--- config.mk ---
export PLATFORM = sky130hd
export DESIGN_NAME = control_unit
export DESIGN_NICKNAME = d
export VERILOG_FILES = /design/src/rtl/control_unit_pkg.sv /design/src/rtl/control_unit_decode.sv /design/src/rtl/control_unit.sv
export SDC_FILE = /design/constraint.sdc
export NUM_CORES = 1
export LEC_CHECK = 0
export BUFFER_PORTS_ARGS = -buffer_cell sky130_fd_sc_hd__buf_4
export CAP_MARGIN = 20
export CORE_ASPECT_RATIO = 0.5
export CORE_MARGIN = 5
export CORE_UTILIZATION = 54
export CTS_BUF_LIST = sky130_fd_sc_hd__clkbuf_16
export DETAILED_ROUTE_END_ITERATION = 8
export GPL_ROUTABILITY_DRIVEN = 1
export HOLD_SLACK_MARGIN = 0.02
export PLACE_DENSITY_LB_ADDON = 0.25
export SETUP_SLACK_MARGIN = 0.02
export SKIP_CTS_REPAIR_TIMING = 1
export SLEW_MARGIN = 15
export SYNTH_ARGS = -nofsm -noshare
export SYNTH_HDL_FRONTEND = slang
export SYNTH_SLANG_ARGS = --single-unit
--- constraint.sdc ---
create_clock -name clk -period 2.6 [get_ports clk]
set_input_delay 0.13 -clock clk [delete_from_list [all_inputs] [get_ports clk]]
set_output_delay 0.13 -clock clk [all_outputs]
set_load 0.05 [all_outputs]
--- src/rtl/control_unit_pkg.sv ---
// Shared types and constants for the control_unit sequencer: state encoding,
// opcode values, decoded path kinds and the fixed program ROM.
package control_unit_pkg;

    typedef enum logic [3:0] {
        IDLE,
        S_IF,
        S_ID,
        S_REG,
        S_EX,
        S_MEM,
        S_WB,
        S_JU,
        S_BR,
        S_SK
    } state_t;

    typedef enum logic [2:0] {
        PATH_R,
        PATH_LW,
        PATH_SW,
        PATH_BEQ,
        PATH_J,
        PATH_SK
    } path_t;

    localparam logic [5:0] OP_R   = 6'h00;
    localparam logic [5:0] OP_LW  = 6'h23;
    localparam logic [5:0] OP_SW  = 6'h2B;
    localparam logic [5:0] OP_BEQ = 6'h04;
    localparam logic [5:0] OP_J   = 6'h02;
    localparam logic [5:0] OP_NOP = 6'h3F;

    typedef struct packed {
        logic [5:0] opcode;
        logic [3:0] target;
    } instr_t;

    localparam instr_t ROM [16] = '{
        '{OP_R,   4'd0},
        '{OP_LW,  4'd0},
        '{OP_SW,  4'd0},
        '{OP_BEQ, 4'd0},
        '{OP_NOP, 4'd0},
        '{OP_J,   4'd0},
        '{OP_NOP, 4'd0},
        '{OP_NOP, 4'd0},
        '{OP_NOP, 4'd0},
        '{OP_NOP, 4'd0},
        '{OP_NOP, 4'd0},
        '{OP_NOP, 4'd0},
        '{OP_NOP, 4'd0},
        '{OP_NOP, 4'd0},
        '{OP_NOP, 4'd0},
        '{OP_NOP, 4'd0}
    };

    function automatic instr_t rom_read(input logic [3:0] addr);
        return ROM[addr];
    endfunction

endpackage

--- src/rtl/control_unit_decode.sv ---
// Combinational opcode-to-path mapping; unknown opcodes take the skip path.
module cu_decode
    import control_unit_pkg::*;
(
    input  logic [5:0] opcode,
    output path_t      path
);

    always_comb begin
        path = PATH_SK;
        case (opcode)
            OP_R:    path = PATH_R;
            OP_LW:   path = PATH_LW;
            OP_SW:   path = PATH_SW;
            OP_BEQ:  path = PATH_BEQ;
            OP_J:    path = PATH_J;
            default: path = PATH_SK;
        endcase
    end

endmodule

--- src/rtl/control_unit.sv ---
// Instruction-stage sequencer: walks the ROM program one stage per run cycle,
// records retired instructions in a bitmap and offers a registered readback.
module control_unit
    import control_unit_pkg::*;
(
    input  logic        clk,
    input  logic        rst,
    input  logic        top_en,
    input  logic        infer,
    input  logic [15:0] infer_addr,
    output logic        IF,
    output logic        ID,
    output logic        REG,
    output logic        EX,
    output logic        MEM,
    output logic        WB,
    output logic        JU,
    output logic        BR,
    output logic        SK,
    output logic        infer_data
);

    state_t      state, state_next;
    logic [3:0]  pc, pc_next;
    logic [15:0] bitmap, bitmap_next;
    instr_t      instr;
    path_t       path;
    logic        run;
    logic        stage_en;
    logic        retire;

    assign run      = top_en & ~infer;
    assign stage_en = run & ~rst;
    assign instr    = rom_read(pc);

    cu_decode u_decode (
        .opcode (instr.opcode),
        .path   (path)
    );

    always_comb begin
        state_next  = state;
        pc_next     = pc;
        bitmap_next = bitmap;
        retire      = 1'b0;
        if (run) begin
            case (state)
                IDLE:  state_next = S_IF;
                S_IF:  state_next = S_ID;
                S_ID: begin
                    if (path == PATH_J)       state_next = S_JU;
                    else if (path == PATH_SK) state_next = S_SK;
                    else                      state_next = S_REG;
                end
                S_REG: state_next = (path == PATH_BEQ) ? S_BR : S_EX;
                S_EX:  state_next = (path == PATH_R) ? S_WB : S_MEM;
                S_MEM: begin
                    if (path == PATH_LW) state_next = S_WB;
                    else                 retire     = 1'b1;
                end
                S_WB, S_JU, S_BR, S_SK: retire = 1'b1;
                default: state_next = IDLE;
            endcase
        end
        // Retirement is the only place pc and the bitmap change.
        if (retire) begin
            state_next  = S_IF;
            bitmap_next = bitmap | (16'h0001 << pc);
            pc_next     = (path == PATH_J) ? instr.target : pc + 4'd1;
        end
    end

    always_ff @(posedge clk) begin
        if (rst) begin
            state      <= IDLE;
            pc         <= 4'd0;
            bitmap     <= 16'h0000;
            infer_data <= 1'b0;
        end else begin
            state      <= state_next;
            pc         <= pc_next;
            bitmap     <= bitmap_next;
            infer_data <= infer && (infer_addr < 16'd16) && bitmap[infer_addr[3:0]];
        end
    end

    assign IF  = stage_en && (state == S_IF);
    assign ID  = stage_en && (state == S_ID);
    assign REG = stage_en && (state == S_REG);
    assign EX  = stage_en && (state == S_EX);
    assign MEM = stage_en && (state == S_MEM);
    assign WB  = stage_en && (state == S_WB);
    assign JU  = stage_en && (state == S_JU);
    assign BR  = stage_en && (state == S_BR);
    assign SK  = stage_en && (state == S_SK);

endmodule

# == Word level (Yosys, flattened, before mapping) ==
# Memories as Yosys holds them, arrays and structs flattened.
# Index checks and enable logic that the tools add are counted.
# Widths: inputs -> output; s select.
# totals
register_bits,25
latchBits,0
ram_bits,0
rom_bits,160
wordCells,74
n_memories,1
# mem_list
memory,depth,width,rd,rd_clocked_by_memory_dff,write_ports,line,source
(no name shown),16,10,1,0,0,control_unit_pkg.sv:59,return ROM[addr];
# op_classes
n_addsub,1
mul,0
div,0
n_lt_le_gt_ge,3
n_eq_ne,20
n_shift,1
n_mux,17
n_bitwise,7
n_reduce_logical,19
# op_table
cell,count
$pmux 4 s7,1
$mux 10,2
$mux 4,5
$eq 4x3->1 const B,4
$lt 16x5->1 const B,1
$or 16x16->16,1
$shl 1x4->16 const A,1
$pmux 3 s5,1
$eq 6x6->1 const B,2
$logic_and 1x1->1,11
$eq 4x2->1 const B,2
$eq 4x4->1 const B,2
$eq 3x3->1 const B,2
$eq 6x2->1 const B,1
$eq 6x3->1 const B,1
$logic_not 6->1,1
$reduce_and 3->1,2
$ge 5x5->1 const B,1
$lt 4x5->1 const B,1
$mux 1,5
$not 4->5,1
$add 4x1->4 const B,1
$bmux 1 s4,1
$eq 4x1->1 const B,1
other kinds (13),17

# == Logic depth before layout (Yosys ltp) ==
# Gate-level depths: netlist of run 1.
# logic_depth
word_depth,12
ltp_mapped,10
depth_no_buf,7

# == Hierarchy ==
# Synthesis of run 1 repeated with hierarchy kept, for this count alone.
# hier_totals
hier_cells,187
area_unflattened_um2,1621.6
# by_module_without_submodules
module,instances,cells_per_inst,area_each_um2
control_unit,1,178,1555.2
cu_decode,1,9,66.3

# == Worst setup path after synthesis of run 1 ==
# No wires, ideal clock.
# synth_timing
kind,register -> output
from,reg state[2]
to,out ID
t_arrival_ps,1997
t_required_ps,2470
slack_ps,473
stages_incl_launch_ff,5
path_buffers,1
cell_sequence,dfxtp_1 > buf_2 > nand2b_1 > or3_1 > nor3_1
# synth_via
elab_chain_len,2
# synth_lines
element,line,source
start: declaration,control_unit.sv:23,"state_t state, state_next;"
start signal: assignment,control_unit.sv:80,state <= state_next;
$eq 4x2->1,control_unit.sv:88,assign ID = stage_en && (state == S_ID);
$logic_and 1x1->1,control_unit.sv:88,
end: declaration,control_unit.sv:12,"output logic ID,"
# Every way passes these cells.

# == Final worst setup path of run 1 ==
# layout_timing
from,reg pc[1]
to,reg bitmap[12]
# layout_via
elab_chain_len,10
elab_cells_between_ends,16
# layout_lines
element,line,source
start: declaration,control_unit.sv:24,"logic [3:0] pc, pc_next;"
start signal: assignment,control_unit.sv:81,pc <= pc_next;
$not 4->5 (implied by the code),control_unit_pkg.sv:59,
$mem_v2 16x10,n/a,
$mux 10 (implied by the code) (2 in a row),control_unit_pkg.sv:59,
$eq 6x2->1 (tied with other cells),control_unit_decode.sv:11,case (opcode)
$pmux 3 s5,control_unit_decode.sv:11,
$eq 3x1->1,control_unit.sv:58,if (path == PATH_LW) state_next = S_WB;
$mux 1,control_unit.sv:58,
$pmux 1 s2,control_unit.sv:47,case (state)
$mux 1,control_unit.sv:46,if (run) begin
end signal: assignment,control_unit.sv:82,bitmap <= bitmap_next;
end: declaration,control_unit.sv:25,"logic [15:0] bitmap, bitmap_next;"
# Several ways; a longest one is shown, not always the timed one. The select of a mux whose other input is x is not followed.
# A chain may end at the register's enable or synchronous reset.

==> results of run 1 <==
## worst paths after layout
kind,to,depth (start not counted)
min,infer_data,3
min reg2reg,bitmap[4],2
max reg2reg,bitmap[12],8
max,bitmap[12],8
## state kept, by name (all words and copies together), names as in the netlist
| name | flops |
|---|---|
| bitmap | 16 |
| pc | 4 |
| state | 4 |
| infer_data | 1 |
## per-stage QoR
stage	total power (W)	setup slack [ns]	hold slack, ns
floorplan	0.0004389	0.4731	0.3339
global placement	0.0004688	0.3392	0.4243
detailed placement	0.0004704	0.2322	0.4339
CTS	0.0008145	0.2214	0.1604
global route	0.0008378	0.02830	0.1559
finish	0.0008107	0.1709	0.1588
## tightest hold or removal path: stages
cell	delay [ns]
buf_4	0.08
nor3_1	0.03
and4_1	0.13
## power by group through the flow
| stage | Sequential (W) | Combinational [W] | Clock, W |
|---|---|---|---|
| after floorplan | 0.000397 | 0.0000423 | 0 |
| after global routing | 0.000394 | 0.0000755 | 0.000369 |
| after CTS | 0.000393 | 0.0000689 | 0.000353 |
| after global placement | 0.000401 | 0.0000673 | 0 |
| after detailed placement | 0.000402 | 0.0000688 | 0 |
| final | 0.000393 | 0.0000693 | 0.000348 |
## routing by layer
layer / global-route usage, % / vias to the layer above / routed length (um)
li1: - / 696 / -
met1: 23.82 / 693 / 1672
met2: 34.72 / 61 / 1813
met3: 4.983 / 10 / 275
met4: 7.256 / 0 / 74
met5: 0 / - / 0
## kinds of logic (layout without fill, tap and decap cells)
family,Yosys count,in the layout
muxes,7,7
AOI/OAI and AO/OA,35,35
adders and majority gates,6,6
xor gates and xnor gates,1,1
and+or+nand+nor,84,84
DFF,25,25
buffers and inverters,20,41
## placed cells by master, fill, tap and decap left out, types with 5 or more instances in the layout
cell / instances
inv_1: 5
buf_4: 31
nor3_1: 6
nand2b_1: 5
dfxtp_1: 25
nor2_1: 40
a31oi_1: 17
ha_1: 6
nand2_1: 5
a21oi_1: 5
## layout make-up
| cell class | count | area (um2) |
|---|---|---|
| fillers | 229 | 844.6 |
| clock inverters | 1 | 7.507 |
| inverters | 6 | 22.52 |
| well taps | 37 | 46.29 |
| repair buffers | 31 | 232.7 |
| flip-flops and latches | 25 | 500.5 |
| clock buffers | 3 | 75.07 |
| multi-input cells | 133 | 938.4 |
==> flow_summary.ini, run 1 <==
[floorplanning]
rows = 13
die_h_um = 47.86
die-area_um2 = 4102
core_region_area_um2 = 2668
io-pin-count = 30
fp.dieW_um = 85.71
start_util_pct = 58.02

[global_route]
grt_pass1_vias = 1326
grtUsageTotal_pct = 19.51
grt_max_degree = 30
overflow = 0
grt_pass1_wl_mm = 6.154
antenna_found_initial = 0

[status]
status = complete, no violations

[layout]
antennaDiodeCount = 0
post-route-util_pct = 68.34
finalNonFillerCells = 236
fin_area_um2 = 1823
area_growth_pct = 17.79
drive_above_1_share_pct = 21.61
nNetsFinal = 226

[setup_path]
start_kind = flop
slowest_delay_ns = 0.55
arrival_ns = 2.58
reg2reg_slack_ns = 0.17
startpoint = pc[1]
worst-path-max-fanout = 13
path_cells = inv_1, ha_1, or3b_1, nand3_2, a31oi_4, buf_4, a31oi_1, nor2_1
slowest_stage = dfxtp_1
critPathKind = reg2reg
crit_buf_inv = 2
path_delay_family = simple AND/OR/NAND/NOR gates
rr_startpoint = pc[1]
cp-end-kind = flop
worstPathRequired_ns = 2.75

[synth]
synthXorXnorAreaFrac_pct = 0.5659
postSynthCellCount = 178
netlist_area_um2 = 1548
synth_fa_ha_area_share_pct = 4.850
synthMuxAreaShare_pct = 9.378
yosysMostFrequentCell = nor2_1
synth_top_family_by_area = simple AND/OR/NAND/NOR gates
synth-main-ff-cell = dfxtp_1
synth_compound_area_share_pct = 16.49
syn_nets = 204
yosysWarnings = 0
async_reset_ff_share_pct = 0
synth-simple-area-share_pct = 29.35
synth_area_leader_cell = dfxtp_1
avgSynthCellArea_um2 = 8.695
yosys.cell_types.count = 51
yosys-top-cells-count = nor2_1, dfxtp_1, a31oi_1
yosysSeqAreaShare_pct = 32.34
synth_top_area_share_pct = 32.34
synth_edf_count = 0
synth_seq_cells = 25
ys_top_cells_by_area = dfxtp_1, nor2_1, a31oi_1

[place]
finalWeightedCongestion = 0.8416
io_buffers = 29
dp.final_hpwl_mm = 2.801
place_inst = 232
placed_cell_area_um2 = 1740

[pwr]
swShare_pct = 22.24
pwr-share-clk_pct = 43.0
seqPwrFrac_pct = 48.5
vdd_drop_max_v = 0.0003984
p_leak_nw = 0.7228
power_density_nw_per_um2 = 444.7
p_sw_w = 0.0001803
p_comb_share_pct = 8.5
internal_power_w = 0.0006304

[sta]
period_minus_slack_ns = 2.429
final-setup-viol-count = 0
tightest_slew_ns = 0.5382
slew_violations = 0
hold_viol = 0
finClkSkew_ns = 0.003904
timing.max_slew.rel_slack_pct = 63.99
period_share_pct = 93.43
fin_tns_setup_ns = 0
timing.fmax_mhz = 411.7
rsz0062_at_grt = no

[clock_network]
cts_buffers = 3
tritoncts = yes
clock_latency_ns = 0.26
clockBufferDepth = 2
h-tree-depth = 1
clock_sinks = 25
cts_root_buffer = clkbuf_16
clk_pin_slew_ns = 0.07

[worst_hold_path]
hp-start = infer_addr[12]
min_path_type = in2reg

[detailed_routing]
drcViolationCount = 0
vias_per_cell = 6.186
postRouteAntennaNets = 0
vias = 1460
routedWlPerCell_um = 16.25
drt-pass1-iter-count = 4
wirelength_mm = 3.836
drt_iter0_markers = 136

[run]
maxCapViolCount = 0
Note: power is estimated with default switching activity, not from simulation.
==> run 2, diff against run 1 <==
Settings changed: CELL_PAD_IN_SITES_DETAIL_PLACEMENT from default to 0, CELL_PAD_IN_SITES_GLOBAL_PLACEMENT from default to 2, CORE_UTILIZATION 54 to 32.
==> run 2 against run 1 <==
Power up 1.7%; first-iteration DRC count shrank 56%; setup slack gained 0.11 ns; fmax grew 4.7%; via count down 6.0%; critical path type unchanged; critical endpoint is now bitmap[10]; highest routed layer unchanged.
==> flow_summary.ini, run 2 (synthesis results as in run 1) <==
[sta]
timing.max_slew.rel_slack_pct = 67.24
finalHoldWorstSlack_ns = 0.1501
finClkSkew_ns = 0.003837
period_share_pct = 89.26
rsz0062_at_grt = no
final-setup-viol-count = 0
fin_tns_setup_ns = 0
fin_ws_ns = 0.2792
hold_viol = 0
slew_violations = 0
timing.fmax_mhz = 430.9
period_minus_slack_ns = 2.321
tightest_slew_ns = 0.4907

[global_route]
met1_usage_pct = 17.50
met2_usage_pct = 20.49
grtUsageTotal_pct = 12.70
overflow = 0
grt_pass1_vias = 1285
grt.busiest_layer = met2
antenna_found_initial = 0
grt.met3_usage_pct = 3.264
grt_pass1_wl_mm = 6.465
grt_max_degree = 30

[detailed_routing]
vias = 1372
wirelength_mm = 3.815
drt_iter0_markers = 60
drcViolationCount = 0
drt-pass1-iter-count = 4
vias_per_cell = 5.177
postRouteAntennaNets = 0
routedWlPerCell_um = 14.40

[layout]
largest_reg_flops = 16
fill_cells = 458
antennaDiodeCount = 0
fin_area_um2 = 1861
nNetsFinal = 226
area_growth_pct = 20.21
top_regs = bitmap: 16 flops, pc: 4 flops, state: 4 flops
layout.cells.most_common = nor2_1
drive_above_1_share_pct = 21.61
regMostFlops = bitmap
finalNonFillerCells = 265
layout_common_cells = nor2_1, buf_4, dfxtp_1, a31oi_1

[floorplanning]
io-pin-count = 30
fp.dieW_um = 108.4
die_h_um = 59.18
core_region_area_um2 = 4531
start_util_pct = 34.16
rows = 17
die-area_um2 = 6412

[setup_path]
cp-end-kind = flop
crit_path_end = bitmap[10]
rr_endpoint = bitmap[10]
reg2regPathDepth = 8
worstPathRequired_ns = 2.75
worst-path-max-fanout = 17
critPathKind = reg2reg
slowest_stage = dfxtp_1
startpoint = pc[1]
rr_startpoint = pc[1]
arrival_ns = 2.47
reg2reg_slack_ns = 0.28
slowest_delay_ns = 0.54
start_kind = flop
path_cells = inv_1, ha_1, or3b_1, nand3_2, a31oi_4, buf_4, a31oi_1, nor2_1

[clock_network]
h-tree-depth = 1
cts_root_buffer = clkbuf_16
clk_pin_slew_ns = 0.07
clock_sinks = 25
clockBufferDepth = 2
cts_buffers = 3
tritoncts = yes
clock_latency_ns = 0.26

[worst_hold_path]
holdPathStages = 3
hp-start = infer_addr[12]
min_path_type = in2reg

[pwr]
p_leak_nw = 0.7272
power_density_nw_per_um2 = 443.2
vdd_drop_max_v = 0.0003257

[place]
place_inst = 261
dp_worst_setup_slack_ns = 0.3152
finalWeightedCongestion = 0.7390
io_buffers = 29
placed_cell_area_um2 = 1777
dp.final_hpwl_mm = 2.844

[run]
maxCapViolCount = 0

[status]
status = complete, no violations
[run 2: cell types whose count changed in the layout (fill, tap and decap cells not counted)]
cell        delta
clkinvlp_4     -1
inv_6          +1
[run 2: worst max-delay path, delay by kind of cell (launching register included)]
| kind | cells | cell delay (ns) |
|---|---|---|
| DFF | 1 | 0.54 |
| adders and majority gates | 1 | 0.38 |
| AOI/OAI and AO/OA | 2 | 0.35 |
| buffers and inverters | 2 | 0.35 |
| and+or+nand+nor | 3 | 0.58 |
[run 2: area by class of cell]
| class | instances | area (um2) | area share [%] |
|---|---|---|---|
| multi-input combinational | 133 | 938.4 | 50.44 |
| sequential | 25 | 500.5 | 26.90 |
| inverter | 6 | 22.52 | 1.210 |
| clock buffer | 3 | 75.07 | 4.035 |
| timing repair buffer | 31 | 232.7 | 12.51 |
| clock inverter | 1 | 8.758 | 0.4707 |
| tap | 66 | 82.58 | 4.438 |
[run 2: report_power, final]
part	internal, W	switching (W)
logic	0.0000356	0.0000333
clock network	0.000213	0.000150
registers	0.000386	0.00000736
total	0.000634	0.000191
[run 2: worst min-delay path by stage]
| stage | endpoint |
|---|---|
| after floorplan | infer_data |
| after global placement | infer_data |
| after detailed placement | infer_data |
| after CTS | infer_data |
| after global routing | infer_data |
| final | infer_data |
[run 2: per-layer routing]
metal | vias to the layer above | part of all wire, %
met4 | 0 | 0.71
met5 | - | 0
met1 | 638 | 49
met2 | 30 | 46
li1 | 702 | -
met3 | 2 | 4.4
[run 2: per-stage QoR]
step / utilization (%) / power, W
after CTS: 41.07 / 0.0008386
final: 41.07 / 0.0008246
after detailed placement: 39.22 / 0.0004719
after global placement: 39.22 / 0.0004717
after global routing: 41.07 / 0.0008596
after floorplan: - / 0.0004389
